$ cat src/rtl/lsu.sv
// Load/store stage: consumes the AXI R/B beat for the one instruction in flight,
// aligns and extends load data, and holds the write-back packet until the WBU takes it.
module lsu #(
  parameter int         XLEN    = 32,
  parameter logic [1:0] RESP_OK = 2'b00
) (
  input  logic            clock,
  input  logic            reset,
  input  logic            exu_valid_i,
  output logic            lsu_ready_o,
  input  logic [XLEN-1:0] exu_pc_i,
  input  logic [XLEN-1:0] exu_result_i,
  input  logic [1:0]      exu_addr_mask_i,
  input  logic [3:0]      exu_mem_re_i,
  input  logic            exu_mem_we_i,
  input  logic            exu_res_from_mem_i,
  input  logic            exu_gr_we_i,
  input  logic [4:0]      exu_rd_i,
  input  logic            rvalid_i,
  input  logic [XLEN-1:0] rdata_i,
  input  logic [1:0]      rresp_i,
  output logic            rready_o,
  input  logic            bvalid_i,
  input  logic [1:0]      bresp_i,
  output logic            bready_o,
  input  logic            wbu_ready_i,
  output logic            valid_o,
  output logic [XLEN-1:0] wb_pc_o,
  output logic [4:0]      wb_rd_o,
  output logic            wb_gr_we_o,
  output logic [XLEN-1:0] wb_data_o,
  output logic            wb_fault_o,
  output logic [4:0]      lsu_rd_o
);

  typedef enum logic [1:0] {
    IDLE   = 2'd0,
    WAIT_R = 2'd1,
    WAIT_B = 2'd2,
    DONE   = 2'd3
  } state_e;

  state_e state_q, state_d;

  logic            accept;
  logic            r_beat;
  logic            b_beat;
  logic [XLEN-1:0] load_data;

  logic [XLEN-1:0] pc_p1;
  logic [XLEN-1:0] result_p1;
  logic [1:0]      mask_p1;
  logic [2:0]      re_p1;
  logic            res_from_mem_p1;
  logic            gr_we_p1;
  logic [4:0]      rd_p1;
  logic [XLEN-1:0] data_p1;
  logic            fault_p1;

  // re_hi is mem_re[3:1]: [2] selects a full word, [1] sign-extends, [0] selects a halfword.
  function automatic logic [XLEN-1:0] load_align(
    input logic [XLEN-1:0] rdata,
    input logic [1:0]      off,
    input logic [2:0]      re_hi
  );
    logic [15:0]            sh;
    logic signed [XLEN-1:0] ext;
    sh = 16'(rdata >> {off, 3'b000});
    if (re_hi[2]) begin
      ext = rdata;
    end else if (re_hi[0]) begin
      ext = re_hi[1] ? {{(XLEN-16){sh[15]}}, sh} : {{(XLEN-16){1'b0}}, sh};
    end else begin
      ext = re_hi[1] ? {{(XLEN-8){sh[7]}}, sh[7:0]} : {{(XLEN-8){1'b0}}, sh[7:0]};
    end
    return $unsigned(ext);
  endfunction

  function automatic state_e dispatch(input logic [3:0] re, input logic we);
    if (|re)    return WAIT_R;
    else if (we) return WAIT_B;
    else        return DONE;
  endfunction

  assign lsu_ready_o = (state_q == IDLE) | ((state_q == DONE) & wbu_ready_i);
  assign accept      = exu_valid_i & lsu_ready_o;
  assign rready_o    = (state_q == WAIT_R);
  assign bready_o    = (state_q == WAIT_B);
  assign r_beat      = rready_o & rvalid_i;
  assign b_beat      = bready_o & bvalid_i;
  assign valid_o     = (state_q == DONE);
  assign load_data   = load_align(rdata_i, mask_p1, re_p1);

  always_comb begin
    state_d = state_q;
    case (state_q)
      IDLE:   if (accept) state_d = dispatch(exu_mem_re_i, exu_mem_we_i);
      WAIT_R: if (rvalid_i) state_d = DONE;
      WAIT_B: if (bvalid_i) state_d = DONE;
      DONE: begin
        if (accept)           state_d = dispatch(exu_mem_re_i, exu_mem_we_i);
        else if (wbu_ready_i) state_d = IDLE;
      end
      default: state_d = IDLE;
    endcase
  end

  always_ff @(posedge clock or negedge reset) begin
    if (!reset) begin
      state_q <= IDLE;
    end else begin
      state_q <= state_d;
    end
  end

  // Stage p1: packet latched at accept, completed by the R/B beat.
  always_ff @(posedge clock or negedge reset) begin
    if (!reset) begin
      pc_p1           <= '0;
      result_p1       <= '0;
      mask_p1         <= '0;
      re_p1           <= '0;
      res_from_mem_p1 <= 1'b0;
      gr_we_p1        <= 1'b0;
      rd_p1           <= '0;
      data_p1         <= '0;
      fault_p1        <= 1'b0;
    end else begin
      if (accept) begin
        pc_p1           <= exu_pc_i;
        result_p1       <= exu_result_i;
        mask_p1         <= exu_addr_mask_i;
        re_p1           <= exu_mem_re_i[3:1];
        res_from_mem_p1 <= exu_res_from_mem_i;
        gr_we_p1        <= exu_gr_we_i;
        rd_p1           <= exu_rd_i;
        data_p1         <= exu_result_i;
        fault_p1        <= 1'b0;
      end
      if (r_beat) begin
        data_p1  <= res_from_mem_p1 ? load_data : result_p1;
        fault_p1 <= (rresp_i != RESP_OK);
      end
      if (b_beat) begin
        data_p1  <= result_p1;
        fault_p1 <= (bresp_i != RESP_OK);
      end
    end
  end

  assign wb_pc_o    = pc_p1;
  assign wb_rd_o    = rd_p1;
  assign wb_data_o  = data_p1;
  assign wb_fault_o = fault_p1;
  assign wb_gr_we_o = gr_we_p1 & ~fault_p1;
  assign lsu_rd_o   = (state_q == IDLE) ? 5'd0 : rd_p1;

endmodule

$ cat config.mk
export PLATFORM = sky130hd
export DESIGN_NAME = lsu
export DESIGN_NICKNAME = d
export VERILOG_FILES = /design/src/rtl/lsu.sv
export SDC_FILE = /design/constraint.sdc
export NUM_CORES = 1
export LEC_CHECK = 0
export BUFFER_PORTS_ARGS = -buffer_cell sky130_fd_sc_hd__buf_2
export CAP_MARGIN = 20
export CORE_MARGIN = 2
export CORE_UTILIZATION = 40
export CTS_CLUSTER_SIZE = 12
export DETAILED_ROUTE_END_ITERATION = 16
export GPL_ROUTABILITY_DRIVEN = 1
export GPL_TIMING_DRIVEN = 0
export HOLD_SLACK_MARGIN = 0.03
export PLACE_DENSITY = 0.72
export SETUP_SLACK_MARGIN = 0.4
export SKIP_CTS_REPAIR_TIMING = 1
export SYNTH_ARGS = -nofsm -noshare
export SYNTH_HDL_FRONTEND = slang
export SYNTH_SLANG_ARGS = --single-unit
export TNS_END_PERCENT = 100
$ cat constraint.sdc
create_clock -name clock -period 2.3 [get_ports clock]
set_input_delay 0.23 -clock clock [delete_from_list [all_inputs] [get_ports clock]]
set_output_delay 0.23 -clock clock [all_outputs]
set_load 0.02 [all_outputs]
; ---- After elaboration in Yosys (flattened, before gate mapping)
; Cells that the tools add are included.
[classes]
add_sub_neg = 0
mul = 0
div = 0
n_lt_le_gt_ge = 0
eq_ne = 7
n_shift = 1
mux = 20
bitwise_logic = 7
n_reduce_logical = 6
[ops]
columns = op, count
row1 = $mux 32, 8
row2 = $shr 32x5->16, 1
row3 = $mux 2, 6
row4 = $pmux 2 s4, 1
row5 = $ne 2x2->1 const B, 3
row6 = $and 1x1->1, 5
row7 = $mux 5, 1
row8 = $eq 2x2->1 const B, 2
row9 = $mux 1, 4
row10 = $reduce_and 4->1, 1
row11 = $reduce_bool 2->1, 2
row12 = $reduce_or 4->1, 1
row13 = $ne 3x2->1 const B, 1
row14 = $reduce_bool 3->1, 1
row15 = $eq 2x1->1 const B, 1
row16 = $logic_not 2->1, 1
row17 = $not 1->1, 1
row18 = $or 1x1->1, 1
[totals]
register_bits = 111
latch_bits = 0
ramBits = 0
rom_bits = 0
inputBits = 120
out_inout_bits = 80
memories = 0

; ---- Depth between registers and ports, before layout
; Gate-level depths: netlist of run 1.
[depth]
depth_word = 7
mapped_depth = 10
depth_no_buf = 6

; ---- Worst setup path before layout of run 1
; No wires, ideal clock.
[synth_timing]
path_type = reg-to-reg
startpoint = register state_q[0]
endpoint = register data_p1[23] (netlist: wb_data_o[23])
setup_ns = 0.087
t_arrival_ns = 1.831
required_ns = 2.213
slack_ns = 0.382
path_stages_with_launch = 10
period_less_slack_ns = 1.918
cell_sequence = dfrtp_1 > inv_1 > ha_1 > buf_2 > a21o_1 > buf_2 > clkbuf_1 > and3_1 > o22ai_1 > a22oi_1
[synth_between]
elab_chain_cells = 5
[synth_rtl]
columns = element, line_no
row1 = start: declaration, 43  ; state_e state_q, state_d;
row2 = start signal: assignment, 112  ; state_q <= state_d;
row3 = $eq 2x2->1, 85  ; assign lsu_ready_o = (state_q == IDLE) | ((state_q == DONE) & wbu_ready_i);
row4 = $and 1x1->1, 85
row5 = $or 1x1->1 (*), 85
row6 = net lsu_ready_o, 10  ; output logic lsu_ready_o,
row7 = $and 1x1->1 (*), 86  ; assign accept = exu_valid_i & lsu_ready_o;
row8 = $reduce_bool 3->1 (no line) (*), -
row9 = end signal: assignment, 137  ; data_p1 <= exu_result_i;
row10 = end signal: assignment, 141  ; data_p1 <= res_from_mem_p1 ? load_data : result_p1;
row11 = end signal: assignment, 145  ; data_p1 <= result_p1;
row12 = end: declaration, 57  ; logic [XLEN-1:0] data_p1;
; The timed path passes the listed nets; every way through them passes the cells marked *.
; A chain may end at the register's enable or synchronous reset.

; ---- Worst setup path in the final report of run 1
[layout_timing]
startpoint = register state_q[0]
endpoint = output port lsu_ready_o
[layout_between]
elab_chain_cells = 3
[layout_rtl]
columns = element, line_no
row1 = $eq 2x2->1, 85
row2 = $and 1x1->1, 85
row3 = $or 1x1->1 (*), 85
row4 = end: declaration, 10
; Mark *: on every way between the ends. The rest lies on a longest branch, timed or not.

==> flow_summary.json, run 1 <==
{
  "ios": 200,
  "drc": 0,
  "finalCritPeriodShare": 0.842,
  "period_minus_slack_ps": 1940,
  "die_width_um": 122,
  "drt_iter0_markers": 389,
  "clock_power_share": 0.134,
  "crit_path_end_kind": "output pin",
  "root_buffer": "clkbuf_16",
  "final_cells": 1020,
  "critPathKind": "register to output pin",
  "fmax_ghz": 0.516,
  "overflow": 0,
  "finalPower_uw": 11800,
  "gp_congestion": 0.884,
  "io_buffer_count": 199,
  "hold_viol_final": 0,
  "wl_um": 19100,
  "p_seq_frac": 0.298,
  "start_util": 0.408,
  "synthTopCellsByArea": "dfrtp_1, nand2_1, o221ai_1, a21oi_1, a21o_1",
  "worst_path_most_repeated_cell": "buf_6",
  "irDropWorstVdd_uv": 708,
  "ant_nets": 0,
  "p_int_uw": 6440,
  "syn_avg_cell_area_um2": 9.25,
  "setup.worst_path.start_class": "register",
  "grt_pass1_wl_um": 28600,
  "critPathRequiredTime_ps": 2070,
  "fin_worst_skew_ps": 9.81,
  "yosysUniqueCellTypes": 45,
  "cts_buffer_depth": 2,
  "clk_latency_ps": 360,
  "dpl.hpwl_um": 13800,
  "drive_gt1_frac": 0.387,
  "synthDominantCellAreaShare": 0.495,
  "p_comb_frac": 0.568,
  "worst_path_max_delay_cell": "dfrtp_1",
  "p_sw_uw": 5320,
  "hp-class": "primary input to register",
  "worst-endpoint-arrival_ps": 1710,
  "setup_ws_ps": 363,
  "gr-usage-all-layers": 0.251,
  "fin_setup_tns_ps": 0,
  "num_rows": 43,
  "viasPerCell": 5.55,
  "synth-seq-cells": 111,
  "grt_max_degree": 65,
  "cts_buffers": 9,
  "slew-limit-headroom": 0.443,
  "vias": 5660,
  "core_area_um2": 13800,
  "place_ws_ps": -109,
  "synth-edff-count": 0,
  "synth_nets": 731,
  "fin_nets": 959,
  "syn_area_um2": 5620,
  "avgRoutedWirePerCell_um": 18.7,
  "n_antenna_cell": 0,
  "drt_first_pass_iters": 6,
  "grt_pass1_vias": 5340,
  "path_cells": "inv_2 > ha_4 > buf_6 > a21o_1 > buf_6 > buf_8 > buf_6",
  "clk_pin_slew_ps": 80,
  "whs_ps": 46.7,
  "yosysTopAreaCell": "dfrtp_1",
  "cts-htree-levels": 3,
  "grt_setup_unrepaired": "yes",
  "seq_area_frac_synth": 0.495,
  "dieArea_um2": 15000,
  "yosysMostFrequentCell": "nand2_1",
  "synthArstFlopShare": 1.00,
  "fillers": 1318,
  "status": "completed",
  "setup_violations": 0,
  "antenna_found_initial": 1,
  "critPathMaxStageDelay_ps": 410,
  "powerDensity_nw_per_um2": 1520,
  "syn_inst": 607,
  "synth-main-ff-cell": "dfrtp_1",
  "drv_cap": 0,
  "path_delay_family": "buffers and inverters",
  "worst-path-buf-inv": 5,
  "switching_share": 0.453,
  "ys_warn_count": 0,
  "worstMarginPinSlew_ps": 835,
  "dpl.cell_count": 987,
  "area_growth_pct": 37.9,
  "maxSlewViolCount": 0,
  "die_h_um": 122,
  "crit_path_max_fanout": 6,
  "synth_commonest_cells": "nand2_1, dfrtp_1, a21oi_1",
  "cts_tree": "done",
  "p_leak_uw": 0.00408,
  "clock-sinks": 111
}
[cells by family (layout without fill, tap and decap cells)]
| kind of cell | after synthesis | count (layout) | synth area share |
|---|---|---|---|
| xor gates and xnor gates | 1 | 1 | 0.00156 |
| muxes | 13 | 13 | 0.0270 |
| buffers and inverters | 57 | 290 | 0.0437 |
| and+or+nand+nor | 245 | 245 | 0.190 |
| DFF | 111 | 111 | 0.495 |
| adders and majority gates | 4 | 4 | 0.00891 |
| AOI/OAI and AO/OA | 176 | 176 | 0.235 |
[worst register-to-register path, cell delays in order (launching register included)]
cell     delay (ps)
dfrtp_1         410
inv_2            80
ha_2            230
a21bo_2         220
buf_4           180
buf_6           160
a221o_1         270
a21oi_1         140
a22oi_1          80
[flip-flops by register name, indices dropped and copies added (netlist names)]
signal           flops
state_q              2
res_from_mem_p1      1
mask_p1              2
wb_data_o           32
wb_pc_o             32
wb_fault_o           1
gr_we_p1             1
wb_rd_o              5
result_p1           32
re_p1                3
[layout make-up]
| cell class | instances | area, um^2 | area share |
|---|---|---|---|
| timing repair buffer | 217 | 1200 | 0.154 |
| clock inverter | 5 | 38.8 | 0.00501 |
| buffer | 49 | 369 | 0.0477 |
| tap | 180 | 225 | 0.0291 |
| multi-input combinational | 439 | 2850 | 0.369 |
| sequential | 111 | 2780 | 0.359 |
| clock buffer | 11 | 253 | 0.0326 |
| inverter | 8 | 30.0 | 0.00388 |
[layer usage]
layer  part of all wire  vias to the layer above  global-route usage
met3              0.089                       46              0.0599
li1                   -                     2619                   -
met1               0.41                     2700               0.332
met4              0.033                        2               0.105
met2               0.47                      293               0.394
met5            0.00084                        -                   0
[stage by stage]
| stage | utilization | cell area [um^2] |
|---|---|---|
| 4_1_cts | 0.520 | 7160 |
| 5_1_grt | 0.562 | 7740 |
| 2_1_floorplan | - | 5620 |
| 6_report | 0.562 | 7740 |
| 3_5_place_dp | 0.499 | 6870 |
| 3_3_place_gp | 0.497 | 6840 |
[power groups by stage]
stage	Combinational [uW]	Clock, uW	Sequential, uW
6_report	6680	1580	3510
3_3_place_gp	5610	0	3490
5_1_grt	7240	1670	3620
2_1_floorplan	3170	0	4150
3_5_place_dp	5740	0	3480
4_1_cts	5730	1590	3480
[cells in the final DEF, fill, tap and decap left out, types with 13 or more instances in the layout]
master,instances
nand2_1,184
a21oi_1,36
and3_1,15
o22ai_1,15
a221o_1,16
dfrtp_1,111
o221ai_1,13
a22oi_1,16
buf_2,206
a21o_1,25
buf_4,19
buf_6,15
[path summary, 6_finish.rpt]
| check | endpoint | cells past startpoint | start | slack, ps |
|---|---|---|---|---|
| min in group asynchronous | wb_data_o[13] | 2 | reset | 370 |
| max | lsu_ready_o | 7 | state_q[0] | 360 |
| max reg2reg | wb_data_o[23] | 8 | state_q[0] | 420 |
| min reg2reg | wb_pc_o[1] | 2 | wb_pc_o[1] | 470 |
| max in group asynchronous | wb_data_o[7] | 3 | reset | 1270 |
| min | wb_pc_o[0] | 3 | exu_pc_i[0] | 50 |
No activity file was read; power rests on OpenSTA's default activity.
==> run 2: changes to the inputs <==
--- a/config.mk
+++ b/config.mk
@@ -5,6 +5,7 @@
 export SDC_FILE = /design/constraint.sdc
 export NUM_CORES = 1
 export LEC_CHECK = 0
+export ABC_AREA = 1
 export BUFFER_PORTS_ARGS = -buffer_cell sky130_fd_sc_hd__buf_2
 export CAP_MARGIN = 20
 export CORE_MARGIN = 2
@@ -14,7 +15,7 @@
 export GPL_ROUTABILITY_DRIVEN = 1
 export GPL_TIMING_DRIVEN = 0
 export HOLD_SLACK_MARGIN = 0.03
-export PLACE_DENSITY = 0.72
+export PLACE_DENSITY = 0.71
 export SETUP_SLACK_MARGIN = 0.4
 export SKIP_CTS_REPAIR_TIMING = 1
 export SYNTH_ARGS = -nofsm -noshare
==> constraint.sdc (replaced) <==
create_clock -name clock -period 1.8 [get_ports clock]
set_input_delay 0.18 -clock clock [delete_from_list [all_inputs] [get_ports clock]]
set_output_delay 0.18 -clock clock [all_outputs]
set_load 0.02 [all_outputs]
==> run 2 against run 1 <==
The run now ends with negative setup slack left; register-to-register slack worse by 520 ps; clock skew is 2.3 ps higher; sequential cell count unchanged; critical path type is now register to register; die area up 9.3%; via count is 15% higher; clock power up 28%.
==> flow_summary.json, run 2 <==
{
  "critPathRequiredTime_ps": 2060,
  "min_to": "wb_pc_o[11]",
  "r2r-end": "wb_data_o[30]",
  "ys_warn_count": 0,
  "clock-sinks": 111,
  "drt_iter0_markers": 471,
  "drv_cap": 0,
  "dpl.cell_count": 1244,
  "setup_ws_ps": -97.5,
  "antenna_found_initial": 2,
  "clk_latency_ps": 360,
  "dieArea_um2": 16400,
  "worstMarginPinSlew_ps": 632,
  "yosysTopAreaCell": "dfrtp_1",
  "yosysUniqueCellTypes": 29,
  "num_rows": 45,
  "syn_avg_cell_area_um2": 7.19,
  "status": "finished with violations",
  "drt_first_pass_iters": 5,
  "grt_pass1_wl_um": 30900,
  "cts_tree": "done",
  "ant_nets": 0,
  "synth_commonest_cells": "nand2_1, dfrtp_1, o21ai_0",
  "r2r_start": "state_q[1]",
  "r2r_cells": 14,
  "synthArstFlopShare": 1.00,
  "slew-limit-headroom": 0.579,
  "cts-htree-levels": 3,
  "layout_common_cells": "nand2_1, buf_2, dfrtp_1",
  "avgRoutedWirePerCell_um": 15.7,
  "cts_buffers": 9,
  "final_common_cell": "nand2_1",
  "irDropWorstVdd_uv": 833,
  "overflow": 0,
  "start_util": 0.407,
  "grt_setup_unrepaired": "yes",
  "synthTopCellsByArea": "dfrtp_1, nand2_1, o21ai_0, inv_1, a21oi_1",
  "io_buffer_count": 199,
  "setup_violations": 15,
  "powerDensity_nw_per_um2": 1850,
  "drc": 0,
  "wl_um": 20400,
  "period_minus_slack_ps": 1900,
  "seq_area_frac_synth": 0.451,
  "crit_path_max_fanout": 7,
  "drive_gt1_frac": 0.317,
  "hold_viol_final": 0,
  "critPathKind": "register to register",
  "core_area_um2": 15100,
  "finalPower_uw": 15600,
  "hp-class": "primary input to register",
  "viasPerCell": 4.99,
  "synth-main-ff-cell": "dfrtp_1",
  "p_leak_uw": 0.00459,
  "synth-edff-count": 0,
  "rrSetupSlack_ps": -100,
  "finalCritPeriodShare": 1.05,
  "vias": 6508,
  "final_cells": 1304,
  "syn_area_um2": 6160,
  "holdPathStages": 3,
  "die_h_um": 128,
  "dpl.hpwl_um": 14500,
  "area_growth_pct": 37.5,
  "grt_pass1_vias": 6112,
  "clk_pin_slew_ps": 80,
  "maxSlewViolCount": 0,
  "ios": 200,
  "yosysMostFrequentCell": "nand2_1",
  "setup.worst_path.start_class": "register",
  "grt_max_degree": 67,
  "cts_buffer_depth": 2,
  "violations": "negative setup slack",
  "worst-endpoint-arrival_ps": 2160,
  "gr-usage-all-layers": 0.243,
  "gp_congestion": 0.924,
  "synth-seq-cells": 111,
  "die_width_um": 128,
  "synthDominantCellAreaShare": 0.451,
  "synth_nets": 980,
  "fin_worst_skew_ps": 12.1,
  "crit_path_end_kind": "register",
  "hp-start": "exu_pc_i[11]",
  "syn_inst": 856,
  "fin_setup_tns_ps": -872,
  "fin_nets": 1234,
  "fmax_ghz": 0.527,
  "root_buffer": "clkbuf_16"
}
-- run 2: layout make-up --
type | instances | area, um^2
flip-flops and latches | 111 | 2780
inverters | 103 | 403
fillers | 1442 | 6680
plain buffers | 46 | 378
diodes | 1 | 2.50
clock inverters | 6 | 60.1
repair buffers | 243 | 1440
clock buffers | 10 | 229
well taps | 188 | 235
multi-input cells | 596 | 2930
-- run 2: worst max path at each step --
stage	startpoint	to	slack [ps]	cells after the start
2_1_floorplan	state_q[0]	wb_data_o[4]	100	10
3_3_place_gp	reset	wb_pc_o[11]	-800	1
3_5_place_dp	state_q[0]	wb_data_o[8]	-320	8
4_1_cts	state_q[0]	wb_data_o[8]	-350	8
5_1_grt	state_q[1]	wb_data_o[29]	-160	14
6_report	state_q[1]	wb_data_o[30]	-100	14
-- run 2: kinds of logic (layout without fill, tap and decap cells) --
group                      count (synthesis)  in the layout  synth area share
other                                      0              1                 0
AOI/OAI and AO/OA                        194            194             0.167
adders and majority gates                  4              4           0.00813
and+or+nand+nor                          398            398             0.266
DFF                                      111            111             0.451
buffers and inverters                    149            408             0.107
-- run 2: power by group --
part	switching, uW	internal [uW]	leakage (uW)	total [uW]
Combinational	5700	3420	0.00310	9120
Clock	1050	986	0.000143	2030
Sequential	743	3720	0.00135	4470
Total	7490	8130	0.00459	15600
-- run 2: layer usage --
metal  GRT usage  share of wire  vias up
met1       0.324           0.43     3037
met5           0        0.00034        -
li1            -              -     3198
met4      0.0614          0.019        2
met3      0.0668          0.075       34
met2       0.394           0.48      237
-- run 2: critical path, cell delays in order (launching register included) --
cell      delay, ps
dfrtp_1         400
inv_2            80
ha_4            160
buf_6           110
inv_4            50
nand2_4          60
nand2_8         110
nand2_8          70
nor2_8          210
clkinv_4        130
buf_6           150
o21ai_1          70
inv_1            50
nand2_1          80
nand2_1          50
-- run 2: metrics by stage --
stage | util | hold slack [ps] | worst slack [ps] | cell area, um^2
after global placement | 0.489 | 373 | -799 | 7410
after CTS | 0.510 | -153 | -352 | 7720
after global routing | 0.559 | 31.0 | -156 | 8460
after detailed placement | 0.491 | 232 | -319 | 7440
after floorplan | - | -116 | 105 | 6170
final | 0.559 | 2.24 | -97.5 | 8460
==> run 3: changes to the inputs <==
--- a/config.mk
+++ b/config.mk
@@ -15,7 +15,7 @@
 export GPL_ROUTABILITY_DRIVEN = 1
 export GPL_TIMING_DRIVEN = 0
 export HOLD_SLACK_MARGIN = 0.03
-export PLACE_DENSITY = 0.71
+export PLACE_DENSITY = 0.65
 export SETUP_SLACK_MARGIN = 0.4
 export SKIP_CTS_REPAIR_TIMING = 1
 export SYNTH_ARGS = -nofsm -noshare
==> run 3 against run 2 <==
The flow still finishes with violations (negative setup slack); clock skew rose by 4.4 ps; fmax rose by 3.3%; cell count rose by 0.31%; critical endpoint unchanged; non-clock buffer count is 5 higher; combinational power rose by 5.7%.
==> flow_summary.json, run 3 (synthesized netlist as in run 2, its figures left out) <==
{
  "grt_setup_unrepaired": "yes",
  "die_width_um": 128,
  "io_buffer_count": 199,
  "grt_pass1_vias": 5873,
  "grt_max_degree": 82,
  "maxSlewViolCount": 0,
  "drt_first_pass_iters": 7,
  "drt-met1-wl_um": 8750,
  "setup.worst_path.start_class": "register",
  "clock-sinks": 111,
  "p_sw_uw": 7600,
  "p_int_uw": 8770,
  "cts_buffers": 9,
  "clk_pin_slew_ps": 80,
  "dr.max_layer_used": "met5",
  "path_cells": "inv_2 > ha_4 > buf_6 > inv_4 > nand2_4 > nand2_8 > nand2_8 > nor2_8 > clkinv_4 > clkbuf_16 > o21ai_2 > inv_1 > nand2_1 > nand2_1",
  "dpl.hpwl_um": 14500,
  "hp-class": "primary input to register",
  "drt_iter0_markers": 434,
  "r2r_cells": 14,
  "wl_met3_um": 1800,
  "clk_latency_ps": 360,
  "crit_cells": 14,
  "gr-usage-all-layers": 0.239,
  "avgRoutedWirePerCell_um": 15.9,
  "setup_violations": 8,
  "overflow": 0,
  "root_buffer": "clkbuf_16",
  "critPathKind": "register to register",
  "rrSetupSlack_ps": -40,
  "cts_tree": "done",
  "fin_nets": 1239,
  "p_comb_frac": 0.589,
  "dpl_cell_area_um2": 7440,
  "start_util": 0.407,
  "gp_congestion": 0.910,
  "wl_met2_um": 9800,
  "crit_path_max_fanout": 6,
  "clock_power_share": 0.138,
  "core_area_um2": 15100,
  "drc": 0,
  "setup_ws_ps": -37.3,
  "viasPerCell": 4.96,
  "die_h_um": 128,
  "finalCritPeriodShare": 1.02,
  "fin_area_um2": 8770,
  "ant_nets": 0,
  "powerDensity_nw_per_um2": 1870,
  "crit_end": "wb_data_o[30]",
  "worst-endpoint-arrival_ps": 2100,
  "hold_viol_final": 0,
  "antenna_found_initial": 1,
  "period_minus_slack_ps": 1840,
  "area_growth_pct": 42.5,
  "r2r-end": "wb_data_o[30]",
  "violations": "negative setup slack",
  "n_antenna_cell": 0,
  "wl_um": 20800,
  "drive_gt1_frac": 0.338,
  "fin_worst_skew_ps": 16.5,
  "slew-limit-headroom": 0.641,
  "worstMarginPinSlew_ps": 538,
  "path_delay_family": "buffers and inverters",
  "grt_pass1_wl_um": 30300,
  "worst-path-buf-inv": 6,
  "switching_share": 0.465,
  "p_leak_uw": 0.00473,
  "place_ws_ps": -320,
  "crit_path_end_kind": "register",
  "dieArea_um2": 16400,
  "critPathMaxStageDelay_ps": 400,
  "worst_path_max_delay_cell": "dfrtp_1",
  "layout_common_cells": "nand2_1, buf_2, dfrtp_1",
  "setup.worst_path.start": "state_q[1]",
  "num_rows": 45,
  "fmax_ghz": 0.544,
  "cts_buffer_depth": 2,
  "r2r_start": "state_q[1]",
  "vias": 6493,
  "status": "finished with violations",
  "p_seq_frac": 0.273,
  "drv_cap": 0,
  "irDropWorstVdd_uv": 961,
  "cts-htree-levels": 3,
  "critPathRequiredTime_ps": 2060,
  "final_common_cell": "nand2_1",
  "ios": 200
}
[run 3: cell types whose count changed in the layout (fill, tap and decap cells not counted), sizes merged]
cell | previous run | this run
clkbuf | 23 | 29
inv | 106 | 103
bufinv | 0 | 2
buf | 253 | 252
clkinv | 2 | 3
diode | 1 | 0
[run 3: area by class of cell]
type                            count  area [um^2]
Timing Repair Buffer              248         1600
Sequential cell                   111         2780
Tap cell                          188          235
Clock buffer                       10          229
Buffer                             46          427
Inverter                          103          410
Clock inverter                      6          100
Fill cell                        1400         6370
Multi-Input combinational cell    596         2990
[run 3: layer usage]
metal | global-route usage | vias to the layer above
li1 | - | 3204
met1 | 0.319 | 2978
met2 | 0.383 | 269
met3 | 0.0664 | 40
met4 | 0.0685 | 2
met5 | 0 | -
[run 3: worst min-delay path by stage]
stage                       from           to  cells after the start
global placement    exu_pc_i[31]  wb_pc_o[31]                      3
global route        exu_pc_i[26]  wb_pc_o[26]                      3
floorplan                  reset     gr_we_p1                      0
CTS                        reset  wb_pc_o[29]                      1
finish               exu_pc_i[6]   wb_pc_o[6]                      3
detailed placement         reset  wb_pc_o[29]                      1
[run 3: metrics by stage]
step	std cells	setup TNS [ps]	hold slack, ps	util	total power (uW)
detailed placement	1244	-8250	77.9	0.491	12300
global placement	1243	-100630	375	0.489	12200
CTS	1260	-10070	-317	0.513	14600
floorplan	856	0	-116	-	9850
finish	1308	-152	10.5	0.579	16400
global route	1308	-3090	14.9	0.579	17600
[run 3: worst reg2reg max path, delay by kind of cell (launching register included)]
family | cells | cell delay [ps]
flops | 1 | 400
simple gates | 6 | 550
fa+ha+maj | 1 | 160
compound gates | 1 | 50
buf+inv | 6 | 600
[run 3: power by group through the flow]
stage	Clock, uW	Combinational [uW]	Sequential, uW
floorplan	0	4550	5290
global placement	0	7770	4420
detailed placement	0	7900	4420
CTS	2300	7910	4400
global route	2400	10600	4610
finish	2260	9640	4470
